File: config.mk
export PLATFORM = sky130hd
export DESIGN_NAME = frame_color_analyzer
export DESIGN_NICKNAME = d
export VERILOG_FILES = /design/src/rtl/frame_color_analyzer.sv
export SDC_FILE = /design/constraint.sdc
export NUM_CORES = 1
export LEC_CHECK = 0
export BUFFER_PORTS_ARGS = -buffer_cell sky130_fd_sc_hd__buf_2
export CAP_MARGIN = 20
export CORE_UTILIZATION = 40
export DETAILED_ROUTE_END_ITERATION = 10
export GPL_TIMING_DRIVEN = 0
export PLACE_DENSITY = 0.55
export SETUP_SLACK_MARGIN = 0.3
export SYNTH_ARGS = -nofsm -noshare
export SYNTH_HDL_FRONTEND = slang
export SYNTH_SLANG_ARGS = --single-unit
File: constraint.sdc
create_clock -name clk -period 5.3 [get_ports clk]
set_input_delay 0.265 -clock clk [delete_from_list [all_inputs] [get_ports clk]]
set_output_delay 0.265 -clock clk [all_outputs]
set_load 0.02 [all_outputs]
File: src/rtl/frame_color_analyzer.sv
// frame_color_analyzer: scans a region of interest of a captured RGB332 frame
// through the frame-buffer read port and classifies each pixel as red, green,
// blue or none. It reports either the dominant colour or a presence bitmap,
// then pulses done for one cycle.
module frame_color_analyzer #(
   parameter int SCREEN_X  = 160,
   parameter int SCREEN_Y  = 120,
   parameter int AW        = 15,
   parameter int XW        = 8,
   parameter int YW        = 7,
   parameter int CW        = 16,
   parameter int RD_LAT    = 1,
   parameter int CH_MIN    = 3,
   parameter int MIN_COUNT = 16
) (
   input  logic          clk,
   input  logic          rst,
   input  logic          init,
   input  logic          mode,
   input  logic [XW-1:0] roi_x0,
   input  logic [YW-1:0] roi_y0,
   input  logic [XW-1:0] roi_x1,
   input  logic [YW-1:0] roi_y1,
   output logic [AW-1:0] addr,
   input  logic [7:0]    data,
   output logic          busy,
   output logic          done,
   output logic [2:0]    result,
   output logic [CW-1:0] red_count,
   output logic [CW-1:0] green_count,
   output logic [CW-1:0] blue_count
);

   typedef enum logic [2:0] {S_IDLE, S_SCAN, S_DRAIN, S_DECIDE, S_DONE} state_t;

   localparam logic [XW-1:0] X_MAX      = XW'(SCREEN_X - 1);
   localparam logic [YW-1:0] Y_MAX      = YW'(SCREEN_Y - 1);
   localparam logic [AW-1:0] ROW_STEP   = AW'(SCREEN_X);
   localparam logic [2:0]    CH_MIN_L   = 3'(CH_MIN);
   localparam logic [CW-1:0] MIN_CNT_L  = CW'(MIN_COUNT);
   localparam logic [1:0]    DRAIN_LAST = 2'(RD_LAT - 1);

   state_t          state_q, state_d;
   logic            mode_q;
   logic [XW-1:0]   x_q, x0_q, x1_q;
   logic [YW-1:0]   y_q, y1_q;
   logic [AW-1:0]   row_q;
   logic [1:0]      drain_q;
   logic [RD_LAT-1:0] vld;

   logic            roi_bad;
   logic [XW-1:0]   vx0, vx1;
   logic [YW-1:0]   vy0, vy1;
   logic            last_pix;
   logic [2:0]      r, g, b3;
   logic            is_red, is_green, is_blue;
   logic [2:0]      next_result;

   // ROI validation: any malformed or out-of-frame window falls back to the full frame.
   // NOTE: every signal assigned in always_comb gets a default first, so no path leaves it unassigned and no latch is inferred.
   always_comb begin
      roi_bad = (roi_x0 > roi_x1) || (roi_y0 > roi_y1) ||
                (roi_x1 > X_MAX)  || (roi_y1 > Y_MAX);
      vx0 = roi_x0;
      vy0 = roi_y0;
      vx1 = roi_x1;
      vy1 = roi_y1;
      if (roi_bad) begin
         vx0 = '0;
         vy0 = '0;
         vx1 = X_MAX;
         vy1 = Y_MAX;
      end
   end

   assign last_pix = (x_q == x1_q) && (y_q == y1_q);

   // State register.
   // NOTE: clocked state uses non-blocking assignments so every flop samples pre-edge values.
   always_ff @(posedge clk) begin
      if (rst) state_q <= S_IDLE;
      else     state_q <= state_d;
   end

   // Next-state logic and status outputs decoded from the state.
   always_comb begin
      state_d = state_q;
      busy    = 1'b0;
      done    = 1'b0;
      case (state_q)
         S_IDLE:   if (init) state_d = S_SCAN;
         S_SCAN:   begin
                      busy = 1'b1;
                      if (last_pix) state_d = S_DRAIN;
                   end
         S_DRAIN:  begin
                      busy = 1'b1;
                      if (drain_q == DRAIN_LAST) state_d = S_DECIDE;
                   end
         S_DECIDE: begin
                      busy    = 1'b1;
                      state_d = S_DONE;
                   end
         S_DONE:   begin
                      done    = 1'b1;
                      state_d = S_IDLE;
                   end
         default:  state_d = S_IDLE;
      endcase
   end

   // ROI latch, raster walk with a row-base accumulator, drain timer and result register.
   // The only product is the start row times a constant width, taken once at init.
   always_ff @(posedge clk) begin
      if (rst) begin
         mode_q  <= 1'b0;
         x_q     <= '0;
         y_q     <= '0;
         x0_q    <= '0;
         x1_q    <= '0;
         y1_q    <= '0;
         row_q   <= '0;
         addr    <= '0;
         drain_q <= '0;
         result  <= '0;
      end else begin
         case (state_q)
            S_IDLE: if (init) begin
               mode_q <= mode;
               x0_q   <= vx0;
               x1_q   <= vx1;
               y1_q   <= vy1;
               x_q    <= vx0;
               y_q    <= vy0;
               row_q  <= AW'(vy0) * ROW_STEP;
               addr   <= AW'(vy0) * ROW_STEP + AW'(vx0);
               result <= '0;
            end
            S_SCAN: begin
               drain_q <= '0;
               if (!last_pix) begin
                  if (x_q == x1_q) begin
                     x_q   <= x0_q;
                     y_q   <= y_q + 1'b1;
                     row_q <= row_q + ROW_STEP;
                     addr  <= row_q + ROW_STEP + AW'(x0_q);
                  end else begin
                     x_q  <= x_q + 1'b1;
                     addr <= addr + 1'b1;
                  end
               end
            end
            S_DRAIN:  drain_q <= drain_q + 1'b1;
            S_DECIDE: result  <= next_result;
            default: ;
         endcase
      end
   end

   // Valid bit travels alongside each issued address for the read latency.
   always_ff @(posedge clk) begin
      if (rst) begin
         vld <= '0;
      end else begin
         vld[0] <= (state_q == S_SCAN);
         for (int i = 1; i < RD_LAT; i++) vld[i] <= vld[i-1];
      end
   end

   // Pixel classification: a channel wins only if it clears the floor and strictly beats both others.
   always_comb begin
      r        = data[7:5];
      g        = data[4:2];
      b3       = {data[1:0], data[1]};
      is_red   = (r  >= CH_MIN_L) && (r  > g) && (r  > b3);
      is_green = (g  >= CH_MIN_L) && (g  > r) && (g  > b3);
      is_blue  = (b3 >= CH_MIN_L) && (b3 > r) && (b3 > g);
   end

   // Per-colour saturating counters, cleared when a new scan is accepted.
   always_ff @(posedge clk) begin
      if (rst) begin
         red_count   <= '0;
         green_count <= '0;
         blue_count  <= '0;
      end else if (state_q == S_IDLE && init) begin
         red_count   <= '0;
         green_count <= '0;
         blue_count  <= '0;
      end else if (vld[RD_LAT-1]) begin
         if (is_red   && !(&red_count))   red_count   <= red_count   + 1'b1;
         if (is_green && !(&green_count)) green_count <= green_count + 1'b1;
         if (is_blue  && !(&blue_count))  blue_count  <= blue_count  + 1'b1;
      end
   end

   // Result decision: dominant one-hot (strict maximum above threshold) or presence bitmap.
   always_comb begin
      next_result = 3'b000;
      if (mode_q) begin
         next_result = {red_count   >= MIN_CNT_L,
                        green_count >= MIN_CNT_L,
                        blue_count  >= MIN_CNT_L};
      end else if (red_count > green_count && red_count > blue_count &&
                   red_count >= MIN_CNT_L) begin
         next_result = 3'b100;
      end else if (green_count > red_count && green_count > blue_count &&
                   green_count >= MIN_CNT_L) begin
         next_result = 3'b010;
      end else if (blue_count > red_count && blue_count > green_count &&
                   blue_count >= MIN_CNT_L) begin
         next_result = 3'b001;
      end
   end

endmodule

==> results.sh, run 1 <==
export IMPL_vias_per_cell=5.516
export IMPL_period_share_pct=81.82
export IMPL_ant_nets=0
export IMPL_finClkSkew_ns=0.01017
export IMPL_grt_start_max_net_pins=17
export IMPL_maxCapViolations=0
export IMPL_cts_buffers=17
export IMPL_synth_most_common_cell="nor2_1"
export IMPL_drcViolationCount=0
export IMPL_synthFlopType="dfxtp_1"
export IMPL_relSlewSlack_pct=42.50
export IMPL_final_nets=1377
export IMPL_clockBufferDepth=2
export IMPL_outcome="completed"
export IMPL_grt_ovfl_total=0
export IMPL_power_density_nw_per_um2=303.0
export IMPL_critPathLaunchType="primary input"
export IMPL_power_leakage_nw=4.393
export IMPL_rr_worst_depth=10
export IMPL_worst_ep_required_time_ns=5.58
export IMPL_drive_above_1_share_pct=14.86
export IMPL_first_global_vias=7897
export IMPL_die_h_um=150.3
export IMPL_fmaxAchievable_mhz=230.6
export IMPL_wl_per_cell_um=18.68
export IMPL_gp_congestion=0.8568
export IMPL_power_mw=3.096
export IMPL_tightest_slew_ns=0.8624
export IMPL_dp_slack_ns=0.5459
export IMPL_hold_viol_final=0
export IMPL_yosys_area_top_type="dfxtp_1"
export IMPL_synth_commonest_cells="nor2_1, dfxtp_1, ha_1, nand2_1, a21oi_1"
export IMPL_crit_path_max_fanout=10
export IMPL_worst_slack_ns=0.9637
export IMPL_syn_cell_area_um2=8801
export IMPL_synth_edf_count=0
export IMPL_clock_latency_ns=0.43
export IMPL_finalMaxSlewViolations=0
export IMPL_syn_num_nets=1249
export IMPL_yosysWarnings=0
export IMPL_synth_top_area_share_pct=27.52
export IMPL_period_needed_ns=4.336
export IMPL_ys_ff_latch=121
export IMPL_fin_area_um2=10220
export IMPL_cts_sinks=121
export IMPL_path_clk_slew_ns=0.05
export IMPL_place_area_um2=9691
export IMPL_die_area_um2=22600
export IMPL_track_usage_pct=26.08
export IMPL_io_buffers=109
export IMPL_synth_cell_type_count=80
export IMPL_critPathKind="in2reg"
export IMPL_hold_ws_ns=0.1174
export IMPL_first_pass_iters=7
export IMPL_io_pins=110
export IMPL_rows=53
export IMPL_synth_area_top_cells="dfxtp_1, ha_1, nor2_1"
export IMPL_area_delta_synth_final_pct=16.11
export IMPL_antenna_cells=0
export IMPL_dp_cells=1495
export IMPL_setup_tns_ns=0
export IMPL_cts_tree="yes"
export IMPL_instances_no_fill=1527
export IMPL_drt_iter0_drc=575
export IMPL_syn_mean_instance_area_um2=7.922
export IMPL_holdBufCountCts=0
export IMPL_hold_class="in2reg"
export IMPL_syn_inst=1111
export IMPL_grt_pass1_wl_um=44520
export IMPL_cp_data_arrival_time_ns=4.62
export IMPL_hold_path_depth=3
export IMPL_start_util_pct=41.34
export IMPL_antenna_found_initial=0
export IMPL_design_core_area_um2=21290
export IMPL_fp_dieW_um=150.3
export IMPL_peakVddDrop_v=0.0001619
export IMPL_routed_wl_um=28530
export IMPL_setup_viol=0
export IMPL_cts_resized_gates=0
export IMPL_async_reset_ff_share_pct=0
export IMPL_final_core_util_pct=48.00
export IMPL_dp_hpwl_um=21900
export IMPL_yosysSeqAreaShare_pct=27.52
export IMPL_cp_end_kind="flop"
export IMPL_rsz0062_at_grt="false"
export IMPL_num_vias=8423
export IMPL_root_buffer="clkbuf_16"
export IMPL_post_cts_buffers=0
export IMPL_cts_max_level=4
## power breakdown
group | total [mW] | switching, mW | leakage (nW) | internal (mW)
clock | 1.07 | 0.441 | 0.264 | 0.630
sequential | 1.11 | 0.116 | 0.984 | 0.997
combinational | 0.913 | 0.601 | 3.15 | 0.311
## sequential cells by signal (all words and copies together) (netlist names)
name	flops
x1_q	8
x_q	8
green_count	16
y1_q	7
state_q	3
blue_count	16
x0_q	8
addr	15
y_q	7
mode_q	1
row_q	10
drain_q	2
vld	1
result	3
red_count	16
## placed cells by master (no fill, tap or decap), types with 5 or more instances in the layout
cell	count
a211oi_1	22
a21o_1	17
a21oi_1	77
a311oi_1	16
a31oi_1	19
and2_1	11
and3_1	13
and4_1	5
buf_1	6
buf_2	124
clkbuf_1	31
clkbuf_16	17
clkinv_2	6
dfxtp_1	121
ha_1	95
inv_1	73
nand2_1	79
nand2b_1	6
nand3_1	47
nand4_1	26
nor2_1	130
nor2b_1	10
nor3_1	37
nor3b_1	5
nor4_1	14
o211ai_1	8
o21a_1	6
o21ai_0	39
o21ai_1	6
o21bai_1	5
or3_1	8
xnor2_1	51
xor2_1	46
## final cells by class
class / count / area [µm²]
flip-flops and latches: 121 / 2422
plain buffers: 51 / 225.2
repair buffers: 109 / 545.5
clock inverters: 8 / 46.29
fillers: 2134 / 11070
inverters: 73 / 274.0
multi-input cells: 866 / 5879
well taps: 275 / 344.1
clock buffers: 24 / 481.7
## kinds of logic after synthesis
group / Yosys count / synth area share (%)
xor+xnor: 99 / 10.02
fa+ha+maj: 97 / 13.85
compound gates: 245 / 18.08
simple gates: 420 / 24.27
flops: 121 / 27.52
buf+inv: 124 / 5.672
mux: 5 / 0.5829
## per-layer routing
| layer | GRT usage, % | up-vias | part of all wire [%] |
|---|---|---|---|
| met5 | 0 | - | 0 |
| met4 | 4.798 | 0 | 0.80 |
| met3 | 5.000 | 21 | 6.5 |
| met2 | 39.38 | 260 | 43 |
| met1 | 38.31 | 3923 | 50 |
| li1 | - | 4219 | - |
## critical path, cell delays in order
cell	delay, ns
buf_2	0.10
inv_1	0.11
ha_1	0.26
a211oi_1	0.24
o21bai_1	0.11
o22a_1	0.22
nor4_2	0.40
buf_2	0.28
clkbuf_1	0.44
and3_1	0.24
ha_1	0.17
inv_1	0.06
fa_1	0.40
inv_1	0.07
a21oi_1	0.06
o21bai_1	0.19
xor2_1	0.36
nand2_1	0.14
nor3_1	0.25
xnor2_1	0.16
o22ai_1	0.10
## final timing paths
path,from,to,slack [ns]
min,mode,mode_q$_SDFFE_PP0P_,0.12
min reg2reg,x0_q[4]$_SDFFE_PP0P_,x0_q[4]$_SDFFE_PP0P_,0.45
max,roi_y1[4],addr[13]$_SDFFE_PP0P_,0.96
max reg2reg,green_count[12]$_SDFFE_PP0P_,result[0]$_SDFFE_PP0P_,2.64
Power figures use the tool's default switching activity.
==> inputs of run 2 (changes only) <==
==> constraint.sdc (replaced) <==
create_clock -name clk -period 4.55 [get_ports clk]
set_input_delay 0.2275 -clock clk [delete_from_list [all_inputs] [get_ports clk]]
set_output_delay 0.2275 -clock clk [all_outputs]
set_load 0.02 [all_outputs]
==> results.sh, run 2 (synthesis results as in run 1) <==
export IMPL_wl_per_cell_um=18.73
export IMPL_dr_wl_met3_um=1770
export IMPL_grt_ovfl_total=0
export IMPL_largest_registers="blue_count (16), green_count (16), red_count (16)"
export IMPL_critPathLaunchType="primary input"
export IMPL_ant_nets=0
export IMPL_gp_congestion=0.8568
export IMPL_comb_power_share_pct=29.6
export IMPL_power_switching_mw=1.355
export IMPL_fmaxAchievable_mhz=255.6
export IMPL_finalMaxSlewViolations=0
export IMPL_first_pass_iters=5
export IMPL_tightest_slew_ns=0.9246
export IMPL_io_buffers=109
export IMPL_root_buffer="clkbuf_16"
export IMPL_peakVddDrop_v=0.0001879
export IMPL_multi_input_area_um2=5899
export IMPL_fp_dieW_um=150.3
export IMPL_rows=53
export IMPL_die_h_um=150.3
export IMPL_relSlewSlack_pct=37.56
export IMPL_hold_viol_final=0
export IMPL_setup_viol=0
export IMPL_area_delta_synth_final_pct=16.43
export IMPL_intPower_mw=2.261
export IMPL_wl_met2_um=12210
export IMPL_pwr_share_seq_pct=35.8
export IMPL_path_clk_slew_ns=0.06
export IMPL_grt_start_max_net_pins=17
export IMPL_p_clk_share_pct=34.6
export IMPL_critPathKind="in2reg"
export IMPL_hp_start="roi_y1[1]"
export IMPL_drt_iter0_drc=600
export IMPL_num_vias=8525
export IMPL_period_share_pct=85.99
export IMPL_power_leakage_nw=4.402
export IMPL_highest_layer="met4"
export IMPL_power_density_nw_per_um2=352.8
export IMPL_first_global_vias=7897
export IMPL_post_cts_buffers=0
export IMPL_crit_path_start="roi_y1[4]"
export IMPL_power_mw=3.616
export IMPL_cp_end_kind="flop"
export IMPL_drive_above_1_share_pct=15.10
export IMPL_clock_latency_ns=0.42
export IMPL_start_util_pct=41.34
export IMPL_cts_tree="yes"
export IMPL_outcome="completed"
export IMPL_cts_buffers=17
export IMPL_period_needed_ns=3.912
export IMPL_wirelength_met1_um=14360
export IMPL_track_usage_pct=26.08
export IMPL_worst_ep_required_time_ns=4.83
export IMPL_clockBufferDepth=2
export IMPL_cp_data_arrival_time_ns=4.19
export IMPL_routed_wl_um=28600
export IMPL_seq_area_um2=2422
export IMPL_drcViolationCount=0
export IMPL_reg2reg_from="green_count[12]$_SDFFE_PP0P_"
export IMPL_fillCellCount=2135
export IMPL_grt_pass1_wl_um=44520
export IMPL_hold_class="in2reg"
export IMPL_antenna_cells=0
export IMPL_rsz0062_at_grt="false"
export IMPL_final_nets=1377
export IMPL_dp_cells=1495
export IMPL_mostFrequentLayoutCell="nor2_1"
export IMPL_crit_path_max_fanout=10
export IMPL_die_area_um2=22600
export IMPL_design_core_area_um2=21290
export IMPL_dp_hpwl_um=21900
export IMPL_p_sw_share_pct=37.47
export IMPL_finClkSkew_ns=0.01007
export IMPL_maxCapViolations=0
export IMPL_antenna_found_initial=0
export IMPL_io_pins=110
export IMPL_cts_max_level=4
export IMPL_cts_sinks=121
export IMPL_most_common_layout_cells="nor2_1, buf_2, dfxtp_1, ha_1, nand2_1"
export IMPL_instances_no_fill=1527
export IMPL_vias_per_cell=5.583
## run 2: cell types whose count changed in the layout (fill, tap and decap cells not counted), sizes merged
cell    before  now
clkbuf      51   54
buf        133  130
## run 2: power by group through the flow
stage	clock network, mW	logic, mW	registers, mW
floorplan	0	0.696	1.31
global placement	0	1.05	1.31
detailed placement	0	1.05	1.31
CTS	1.26	1.06	1.29
global route	1.30	1.17	1.31
finish	1.25	1.07	1.30
## run 2: what timing repair did
action / in CTS / in global routing
hold buffers: 0 / 0
resized for setup: 1 / 6
endpoints found under the setup margin: 1 / 5
gates cloned: 0 / 0
hold endpoints to repair: 0 / 0
## run 2: critical path, cell delays in order
cell      delay [ns]
buf_2           0.10
inv_1           0.10
ha_1            0.26
a211oi_1        0.24
o21bai_1        0.11
o22a_1          0.23
nor4_4          0.31
clkbuf_4        0.27
clkbuf_4        0.24
clkbuf_4        0.27
nand3_1         0.16
fa_1            0.56
nand2b_1        0.20
nor2_1          0.14
inv_1           0.07
nor2_1          0.11
nand2_1         0.09
nor3_1          0.24
xnor2_1         0.15
o22ai_1         0.10
## run 2: path summary, 6_finish.rpt
| check | to | slack [ns] | cells after the start |
|---|---|---|---|
| max | addr[13]$_SDFFE_PP0P_ | 0.64 | 20 |
| min | y1_q[1]$_SDFFE_PP0P_ | 0.08 | 3 |
| max reg2reg | result[0]$_SDFFE_PP0P_ | 1.88 | 10 |
| min reg2reg | x0_q[4]$_SDFFE_PP0P_ | 0.45 | 2 |
## run 2: layer usage
layer  track usage, %  vias to the layer above
met5                0                        -
met4            4.798                        0
met3            5.000                       21
met2            39.38                      277
met1            38.31                     4001
li1                 -                     4226
## run 2: final cells by class
| type | instances | area share, % |
|---|---|---|
| well taps | 275 | 3.358 |
| multi-input cells | 866 | 57.57 |
| clock buffers | 24 | 4.701 |
| plain buffers | 51 | 2.283 |
| inverters | 73 | 2.674 |
| repair buffers | 109 | 5.324 |
| flip-flops and latches | 121 | 23.64 |
| clock inverters | 8 | 0.4518 |
## run 2: per-stage QoR
step	worst slack (ns)	setup TNS, ns	util, %	hold slack, ns	instance area [µm²]
after CTS	0.3185	0	48.01	0.07014	10220
after global routing	0.3175	0	48.14	0.06860	10250
after detailed placement	-0.1666	-0.1666	45.52	0.4460	9691
after floorplan	0.8854	0	-	0.3635	8801
after global placement	-0.07882	-0.07882	45.52	0.4377	9691
final	0.6376	0	48.14	0.08274	10250
==> inputs of run 3 (changes only) <==
--- a/config.mk
+++ b/config.mk
@@ -7,10 +7,10 @@
 export LEC_CHECK = 0
 export BUFFER_PORTS_ARGS = -buffer_cell sky130_fd_sc_hd__buf_2
 export CAP_MARGIN = 20
-export CORE_UTILIZATION = 40
+export CORE_UTILIZATION = 60
 export DETAILED_ROUTE_END_ITERATION = 10
 export GPL_TIMING_DRIVEN = 0
-export PLACE_DENSITY = 0.55
+export PLACE_DENSITY = 0.78
 export SETUP_SLACK_MARGIN = 0.3
 export SYNTH_ARGS = -nofsm -noshare
 export SYNTH_HDL_FRONTEND = slang
==> results.sh, run 3 (synthesis results as in run 1) <==
export IMPL_antenna_found_initial=0
export IMPL_met3_usage_pct=8.856
export IMPL_first_global_vias=7903
export IMPL_fmaxAchievable_mhz=252.9
export IMPL_p_clk_share_pct=36.8
export IMPL_met1_usage_pct=51.46
export IMPL_worst_ep_required_time_ns=4.83
export IMPL_cp_cell_sequence="buf_2, inv_1, ha_1, a211oi_1, o21bai_1, o22a_1, nor4_4, buf_2, clkbuf_4, clkbuf_4, nand3_1, fa_1, inv_1, a21oi_1, o21bai_1, xor2_2, nand2_1, nor3_1, xnor2_1, o22ai_1"
export IMPL_maxCapViolations=0
export IMPL_fillCellCount=1164
export IMPL_period_needed_ns=3.954
export IMPL_cts_tree="yes"
export IMPL_routed_wl_um=26300
export IMPL_io_pins=110
export IMPL_peakVddDrop_v=0.0003542
export IMPL_grt_start_max_net_pins=17
export IMPL_pwr_share_seq_pct=34.8
export IMPL_ant_nets=0
export IMPL_track_usage_pct=35.79
export IMPL_finalMaxSlewViolations=0
export IMPL_drcViolationCount=0
export IMPL_cts_sinks=121
export IMPL_dp_hpwl_um=19650
export IMPL_rsz0062_at_grt="false"
export IMPL_fp_dieW_um=123.1
export IMPL_antenna_cells=0
export IMPL_gp_congestion=0.9234
export IMPL_dp_cells=1400
export IMPL_final_nets=1377
export IMPL_outcome="completed"
export IMPL_intPower_mw=2.405
export IMPL_path_clk_slew_ns=0.05
export IMPL_cts_max_level=4
export IMPL_power_switching_mw=1.326
export IMPL_tightest_slew_ns=0.7827
export IMPL_setup_tns_ns=0
export IMPL_cp_end_kind="flop"
export IMPL_slowest_stage="fa_1"
export IMPL_relSlewSlack_pct=47.14
export IMPL_vias_per_cell=6.174
export IMPL_grt_most_used_layer="met1"
export IMPL_rows=43
export IMPL_mostFrequentLayoutCell="nor2_1"
export IMPL_drive_above_1_share_pct=15.04
export IMPL_most_common_layout_cells="nor2_1, buf_2, dfxtp_1, ha_1, nand2_1"
export IMPL_die_area_um2=15160
export IMPL_finClkSkew_ns=0.01017
export IMPL_power_mw=3.731
export IMPL_power_leakage_nw=4.426
export IMPL_p_sw_share_pct=35.53
export IMPL_grt_pass1_wl_um=41070
export IMPL_largest_registers="blue_count (16), green_count (16), red_count (16)"
export IMPL_design_core_area_um2=14100
export IMPL_grt_ovfl_total=0
export IMPL_wl_per_cell_um=18.39
export IMPL_critical_path_top_delay_family="buffers and inverters"
export IMPL_crit_path_max_fanout=10
export IMPL_critPathLaunchType="primary input"
export IMPL_num_vias=8829
export IMPL_critPathKind="in2reg"
export IMPL_io_buffers=109
export IMPL_root_buffer="clkbuf_16"
export IMPL_clock_latency_ns=0.43
export IMPL_cp_data_arrival_time_ns=4.23
export IMPL_period_share_pct=86.90
export IMPL_power_density_nw_per_um2=366.6
export IMPL_drt_iter0_drc=929
export IMPL_hold_viol_final=0
export IMPL_first_pass_iters=5
export IMPL_final_core_util_pct=72.21
export IMPL_hold_class="in2reg"
export IMPL_clockBufferDepth=2
export IMPL_area_delta_synth_final_pct=15.65
export IMPL_slowest_delay_ns=0.47
export IMPL_start_util_pct=62.44
export IMPL_cts_buffers=17
export IMPL_cp_num_buf_inv=6
export IMPL_comb_power_share_pct=28.4
export IMPL_globalRouteMet2Util_pct=51.33
export IMPL_die_h_um=123.1
export IMPL_setup_viol=0
export IMPL_instances_no_fill=1430
run 3: path summary, 6_finish.rpt:
path / startpoint / end / slack, ns / cells past startpoint
setup reg to reg: green_count[12]$_SDFFE_PP0P_ / result[0]$_SDFFE_PP0P_ / 1.82 / 10
setup / recovery: roi_y1[4] / addr[13]$_SDFFE_PP0P_ / 0.60 / 20
hold reg to reg: x0_q[4]$_SDFFE_PP0P_ / x0_q[4]$_SDFFE_PP0P_ / 0.46 / 2
hold / removal: mode / mode_q$_SDFFE_PP0P_ / 0.05 / 3
run 3: metal layers:
layer / routed length (µm) / share of wire [%]
met2: 11170 / 42
met3: 2781 / 11
met5: 0 / 0
met4: 602 / 2.3
met1: 11750 / 45
run 3: what timing repair did:
item | in CTS | in global routing
hold buffers | 0 | 0
setup buffers | 0 | 0
gates resized for setup | 0 | 6
endpoints found under the setup margin | 0 | 2
run 3: power by group through the flow:
stage                     Clock, mW  Combinational, mW  Sequential, mW
after global placement            0               1.00            1.31
after floorplan                   0              0.696            1.31
final                          1.37               1.06            1.30
after CTS                      1.37               1.03            1.29
after detailed placement          0               1.02            1.31
after global routing           1.43               1.15            1.31
run 3: per-stage QoR:
step | setup slack (ns) | hold slack, ns | instance area [µm²]
after detailed placement | -0.03710 | 0.4459 | 9572
after CTS | 0.4056 | 0.04695 | 10160
after floorplan | 0.8854 | 0.3635 | 8801
after global routing | 0.3244 | 0.06354 | 10180
final | 0.5961 | 0.05031 | 10180
after global placement | 0.06108 | 0.4433 | 9572
run 3: worst reg2reg max path, delay by kind of cell (launching register included):
kind / cells / cell delay, ns
buffers and inverters: 1 / 0.14
adder cells (fa/ha/maj): 1 / 0.32
AND/OR/NAND/NOR: 3 / 0.48
flip-flops: 1 / 0.56
AO/OA/AOI/OAI: 5 / 1.12
run 3: final cells by class:
type	instances	area [µm²]	area share [%]
buffer	51	231.5	2.274
sequential	121	2422	23.80
tap	180	225.2	2.213
clock inverter	9	123.9	1.217
clock buffer	21	460.4	4.524
inverter	73	274.0	2.692
multi-input combinational	866	5896	57.92
timing repair buffer	109	545.5	5.360
